### config.mk
export PLATFORM = sky130hd
export DESIGN_NAME = spi_periph_t
export DESIGN_NICKNAME = d
export VERILOG_FILES = /design/src/rtl/spi_periph_t.sv
export SDC_FILE = /design/constraint.sdc
export NUM_CORES = 1
export LEC_CHECK = 0
export ABC_AREA = 1
export CAP_MARGIN = 20
export CORE_UTILIZATION = 40
export DETAILED_ROUTE_END_ITERATION = 16
export GPL_TIMING_DRIVEN = 0
export PLACE_DENSITY = 0.7
export SYNTH_ARGS = -nofsm -noshare
export SYNTH_HDL_FRONTEND = slang
export SYNTH_SLANG_ARGS = --single-unit
export TNS_END_PERCENT = 50
### constraint.sdc
create_clock -name clk -period 2.45 [get_ports clk]
set_input_delay 0.6125 -clock clk [delete_from_list [all_inputs] [get_ports clk]]
set_output_delay 0.6125 -clock clk [all_outputs]
set_load 0.01 [all_outputs]
### src/rtl/spi_periph_t.sv
// Mode-0 SPI peripheral with a small memory-mapped register file.
// Serial inputs are resynchronised into clk; all shifting is driven by detected sck/cs edges.
module spi_periph_t #(
    parameter int SYNC_STAGES = 2
) (
    input  logic        clk,
    input  logic        reset,
    input  logic        wen,
    input  logic [31:0] addr,
    input  logic [31:0] wdata,
    output logic [31:0] rdata,
    input  logic        spi_sck,
    input  logic        spi_cs,
    input  logic        spi_mosi,
    output logic        spi_miso,
    output logic        spi_miso_oe
);

    typedef enum logic {
        ST_IDLE  = 1'b0,
        ST_SHIFT = 1'b1
    } state_e;

    localparam logic [7:0] OFF_TXDATA = 8'h00;
    localparam logic [7:0] OFF_RXDATA = 8'h08;
    localparam logic [7:0] OFF_STATUS = 8'h0C;
    localparam logic [7:0] OFF_COUNT  = 8'h10;

    logic [SYNC_STAGES-1:0] sck_sync_q, cs_sync_q, mosi_sync_q;
    logic                   sck_prev_q, cs_prev_q;

    state_e      state_q, state_d;
    logic [2:0]  bit_cnt_q, bit_cnt_d;
    logic [7:0]  tx_buf_q, tx_buf_d;
    logic        tx_empty_q, tx_empty_d;
    logic [7:0]  tx_sr_q, tx_sr_d;
    logic [7:0]  rx_sr_q, rx_sr_d;
    logic [7:0]  rx_data_q, rx_data_d;
    logic        rx_pending_q, rx_pending_d;
    logic        overrun_q, overrun_d;
    logic [15:0] count_q, count_d;
    logic [31:0] rdata_q, rdata_d;

    logic       sck_s, cs_s, mosi_s;
    logic       sck_rise, sck_fall, cs_fall, cs_rise;
    logic       reload, byte_done;
    logic [7:0] offset;
    logic [3:0] status;
    logic       unused_bits;

    assign sck_s  = sck_sync_q[SYNC_STAGES-1];
    assign cs_s   = cs_sync_q[SYNC_STAGES-1];
    assign mosi_s = mosi_sync_q[SYNC_STAGES-1];

    assign sck_rise = sck_s & ~sck_prev_q;
    assign sck_fall = ~sck_s & sck_prev_q;
    assign cs_fall  = ~cs_s & cs_prev_q;
    assign cs_rise  = cs_s & ~cs_prev_q;

    assign offset      = addr[7:0];
    assign status      = {tx_empty_q, overrun_q, (state_q == ST_SHIFT), rx_pending_q};
    assign unused_bits = ^{addr[31:8], wdata[31:8]};

    // NOTE: every *_d gets its hold value first, so no path through this block can infer a latch.
    always_comb begin
        state_d      = state_q;
        bit_cnt_d    = bit_cnt_q;
        tx_buf_d     = tx_buf_q;
        tx_empty_d   = tx_empty_q;
        tx_sr_d      = tx_sr_q;
        rx_sr_d      = rx_sr_q;
        rx_data_d    = rx_data_q;
        rx_pending_d = rx_pending_q;
        overrun_d    = overrun_q;
        count_d      = count_q;
        rdata_d      = rdata_q;
        reload       = 1'b0;
        byte_done    = 1'b0;

        case (state_q)
            ST_IDLE: begin
                if (cs_fall) begin
                    state_d   = ST_SHIFT;
                    bit_cnt_d = 3'd0;
                    reload    = 1'b1;
                end
            end
            ST_SHIFT: begin
                // A cs release mid-byte simply drops the partial byte.
                if (cs_rise) begin
                    state_d   = ST_IDLE;
                    bit_cnt_d = 3'd0;
                end else if (sck_rise) begin
                    rx_sr_d   = {rx_sr_q[6:0], mosi_s};
                    bit_cnt_d = bit_cnt_q + 3'd1;
                    byte_done = (bit_cnt_q == 3'd7);
                end else if (sck_fall) begin
                    if (bit_cnt_q == 3'd0) reload = 1'b1;
                    else tx_sr_d = {tx_sr_q[6:0], 1'b1};
                end
            end
            default: state_d = ST_IDLE;
        endcase

        // Reload samples the old buffer; a same-cycle TXDATA write below still lands afterwards.
        if (reload) begin
            tx_sr_d    = tx_empty_q ? 8'hFF : tx_buf_q;
            tx_empty_d = 1'b1;
        end

        if (wen && offset == OFF_STATUS) begin
            if (wdata[0]) rx_pending_d = 1'b0;
            if (wdata[2]) overrun_d    = 1'b0;
        end

        // Byte completion is applied after the clear so that a set always wins.
        if (byte_done) begin
            rx_data_d    = {rx_sr_q[6:0], mosi_s};
            rx_pending_d = 1'b1;
            count_d      = count_q + 16'd1;
            if (rx_pending_q) overrun_d = 1'b1;
        end

        if (wen && offset == OFF_TXDATA) begin
            tx_buf_d   = wdata[7:0];
            tx_empty_d = 1'b0;
        end

        if (!wen) begin
            case (offset)
                OFF_TXDATA: rdata_d = {24'd0, tx_buf_q};
                OFF_RXDATA: rdata_d = {24'd0, rx_data_q};
                OFF_STATUS: rdata_d = {28'd0, status};
                OFF_COUNT:  rdata_d = {16'd0, count_q};
                default:    rdata_d = rdata_q;
            endcase
        end
    end

    // NOTE: sequential state uses non-blocking assignments only, so every flop samples pre-edge values.
    always_ff @(posedge clk or posedge reset) begin
        if (reset) begin
            sck_sync_q   <= '0;
            cs_sync_q    <= '1;
            mosi_sync_q  <= '0;
            sck_prev_q   <= 1'b0;
            cs_prev_q    <= 1'b1;
            state_q      <= ST_IDLE;
            bit_cnt_q    <= 3'd0;
            tx_buf_q     <= 8'h00;
            tx_empty_q   <= 1'b1;
            tx_sr_q      <= 8'hFF;
            rx_sr_q      <= 8'h00;
            rx_data_q    <= 8'h00;
            rx_pending_q <= 1'b0;
            overrun_q    <= 1'b0;
            count_q      <= 16'd0;
            rdata_q      <= 32'd0;
        end else begin
            sck_sync_q   <= {sck_sync_q[SYNC_STAGES-2:0], spi_sck};
            cs_sync_q    <= {cs_sync_q[SYNC_STAGES-2:0], spi_cs};
            mosi_sync_q  <= {mosi_sync_q[SYNC_STAGES-2:0], spi_mosi};
            sck_prev_q   <= sck_s;
            cs_prev_q    <= cs_s;
            state_q      <= state_d;
            bit_cnt_q    <= bit_cnt_d;
            tx_buf_q     <= tx_buf_d;
            tx_empty_q   <= tx_empty_d;
            tx_sr_q      <= tx_sr_d;
            rx_sr_q      <= rx_sr_d;
            rx_data_q    <= rx_data_d;
            rx_pending_q <= rx_pending_d;
            overrun_q    <= overrun_d;
            count_q      <= count_d;
            rdata_q      <= rdata_d;
        end
    end

    assign rdata       = rdata_q;
    assign spi_miso_oe = (state_q == ST_SHIFT);
    assign spi_miso    = spi_miso_oe ? tx_sr_q[7] : 1'b1;

endmodule
==> impl_metrics.tcl <==
set metrics [dict create \
    status "completed" \
    synthesis.area_sq_um 4120 \
    finalSetupTns_ps 0 \
    die_area_sq_um 10700 \
    crit_type "reg -> out" \
    cp-end-kind "output port" \
    path_cells "inv_2 > or2_2 > clkdlybuf4s50_1" \
    synth_cell_types 37 \
    drt_wl_total_mm 8.40 \
    fin_crit_sh 0.934 \
    gp_congestion 0.876 \
    holdWs_ps 360 \
    h-tree-depth 3 \
    setup_viol 0 \
    rsz0062_at_grt "false" \
    postRouteAntennaNets 0 \
    cts_buffers 9 \
    holdBufCountCts 0 \
    clock-sinks 78 \
    drv_cap 0 \
    grt_usage 0.177 \
    top_usage_layer "met2" \
    ys_warn_count 0 \
    timing.fmax_mhz 437 \
    layout_commonest_cell "nand2_1" \
    slowest_stage "dfrtp_1" \
    io_pins 104 \
    startpoint_type "flop" \
    portBuffers 39 \
    antenna_found_initial 0 \
    finClkSkew_ps 11.0 \
    met2_usage 0.279 \
    max-slew-margin-rel 0.608 \
    yosys_register_bits 78 \
    hpwlAfterDp_mm 6.46 \
    grt_pass1_vias 3075 \
    num_antenna_cells 0 \
    cts_tree "built" \
    finalWorstSetupSlack_ps 162 \
    worst-r2r-setup-slack_ps 880 \
    p_leak_nw 2.45 \
    max_stage_delay_ps 480 \
    routed_via_density 4.57 \
    grt_first_pass_wirelength_mm 14.4 \
    final_util 0.508 \
    yosysSeqAreaShare 0.478 \
    route.detailed.drc 0 \
    die-height_um 103 \
    crit_fanout 5 \
    place_area_sq_um 4780 \
    critPathArrivalTime_ps 1680 \
    root_buffer "clkbuf_8" \
    clk_path_buf_depth 2 \
    num_rows 36 \
    tightestPinTransition_ps 587 \
    multiInputGateArea_sq_um 1800 \
    synth.avg_cell_area_sq_um 8.11 \
    grt_overflow 0 \
    vias 3259 \
    ctsResizeCount 0 \
    fp.dieW_um 103 \
    hp-class "reg -> reg" \
    finalCriticalPeriod_ps 2290 \
    grt_util_met3 0.0444 \
    grt_max_degree 33 \
    dr.first_iter.drc_count 160 \
    start_util 0.418 \
    hold_viol_final 0 \
    report.final.slew_viol_count 0 \
    final_nets 649 \
    peakVddDrop_mv 0.276 \
    regArea_sq_um 1970 \
    wl_per_cell_um 11.8 \
    synth_cells 508 \
    dr.pass1.iters 4 \
    clk_pin_slew_ps 90 \
    final_cell_mix "157 x nand2_1, 66 x dfrtp_1, 50 x inv_1, 43 x o21ai_0, 39 x clkdlybuf4s50_1" \
    coreArea_sq_um 9860 \
    drive_above_1_share 0.181 \
    area_delta_synth_final_pct 21.6 \
    grt.met1_usage 0.237 \
    final_cell_area_sq_um 5010 \
    postCtsSetupBuffers 0 \
    dpl_worst_slack_ps 163 \
    worst_ep_required_time_ps 1840 \
    p_per_area_nw_per_um2 587 \
    clk_latency_ps 360 \
    fillCellCount 944 \
]
[path summary, 6_finish.rpt]
check	end	cells past startpoint	startpoint
worst max-delay path	spi_miso	3	spi_miso_oe
worst min-delay path	cs_sync_q[1]	0	cs_sync_q[0]
worst max register to register	tx_sr_q[6]	7	spi_miso_oe
worst min register to register	cs_sync_q[1]	0	cs_sync_q[0]
max in group asynchronous	tx_sr_q[2]	3	reset
min in group asynchronous	tx_buf_q[6]	2	reset
[sequential cells by signal (all words and copies together), names as in the netlist, 2 cells and up]
signal / flops
bit_cnt_q: 3
tx_sr_q: 8
mosi_sync_q: 2
sck_sync_q: 2
rdata: 16
cs_sync_q: 2
rx_sr_q: 7
tx_buf_q: 8
rx_data_q: 8
count_q: 16
[cells by family after synthesis]
| group | count (synthesis) | synth area share |
|---|---|---|
| xor+xnor | 9 | 0.0191 |
| flops | 78 | 0.478 |
| other cells | 1 | 0.000910 |
| simple gates | 284 | 0.324 |
| fa+ha+maj | 4 | 0.0122 |
| buf+inv | 83 | 0.0999 |
| compound gates | 49 | 0.0665 |
[stage by stage]
step	power, W	std cells
2_1_floorplan	0.00173	523
3_3_place_gp	0.00184	695
3_5_place_dp	0.00186	697
4_1_cts	0.00298	713
5_1_grt	0.00310	713
6_report	0.00294	713
[report_power, final]
part | internal (W) | leakage [nW] | total, W | switching [W]
Clock | 0.000590 | 0.117 | 0.00111 | 0.000520
Combinational | 0.000157 | 1.31 | 0.000363 | 0.000206
Sequential | 0.00142 | 1.02 | 0.00147 | 0.0000531
Total | 0.00216 | 2.45 | 0.00294 | 0.000779
[final cells by class]
cell class | count | share of cell area
Buffer | 26 | 0.0380
Clock buffer | 9 | 0.0247
Clock inverter | 7 | 0.0205
Inverter | 57 | 0.0450
Multi-Input combinational cell | 362 | 0.359
Sequential cell | 78 | 0.393
Tap cell | 133 | 0.0332
Timing Repair Buffer | 41 | 0.0874
[cells in the mapped netlist (all sizes together)]
library cell	instances	area [sq um]
or2	2	12.5
o21ai	45	225
dfstp	12	315
inv	57	221
nor2	46	245
nor3b	1	7.51
xnor2	2	17.5
conb	1	3.75
o21bai	1	18.8
nor3	6	30.0
dfrtp	66	1650
clkbuf	4	16.3
nand3	37	195
buf	22	174
nand2	186	805
xor2	7	61.3
a21oi	3	30.0
ha	4	50.1
nand4	5	31.3
nand3b	1	7.51
[critical path: cells and delay by family, from the launching register on]
| kind | cells | cell delay (ps) |
|---|---|---|
| DFF | 1 | 480 |
| and+or+nand+nor | 1 | 270 |
| buffers and inverters | 2 | 570 |
[layer usage]
metal  share of wire  vias to the layer above
met4           0.011                        0
li1                -                     1685
met2            0.46                       67
met1            0.49                     1499
met5               0                        -
met3           0.039                        8
Power figures use the tool's default switching activity.
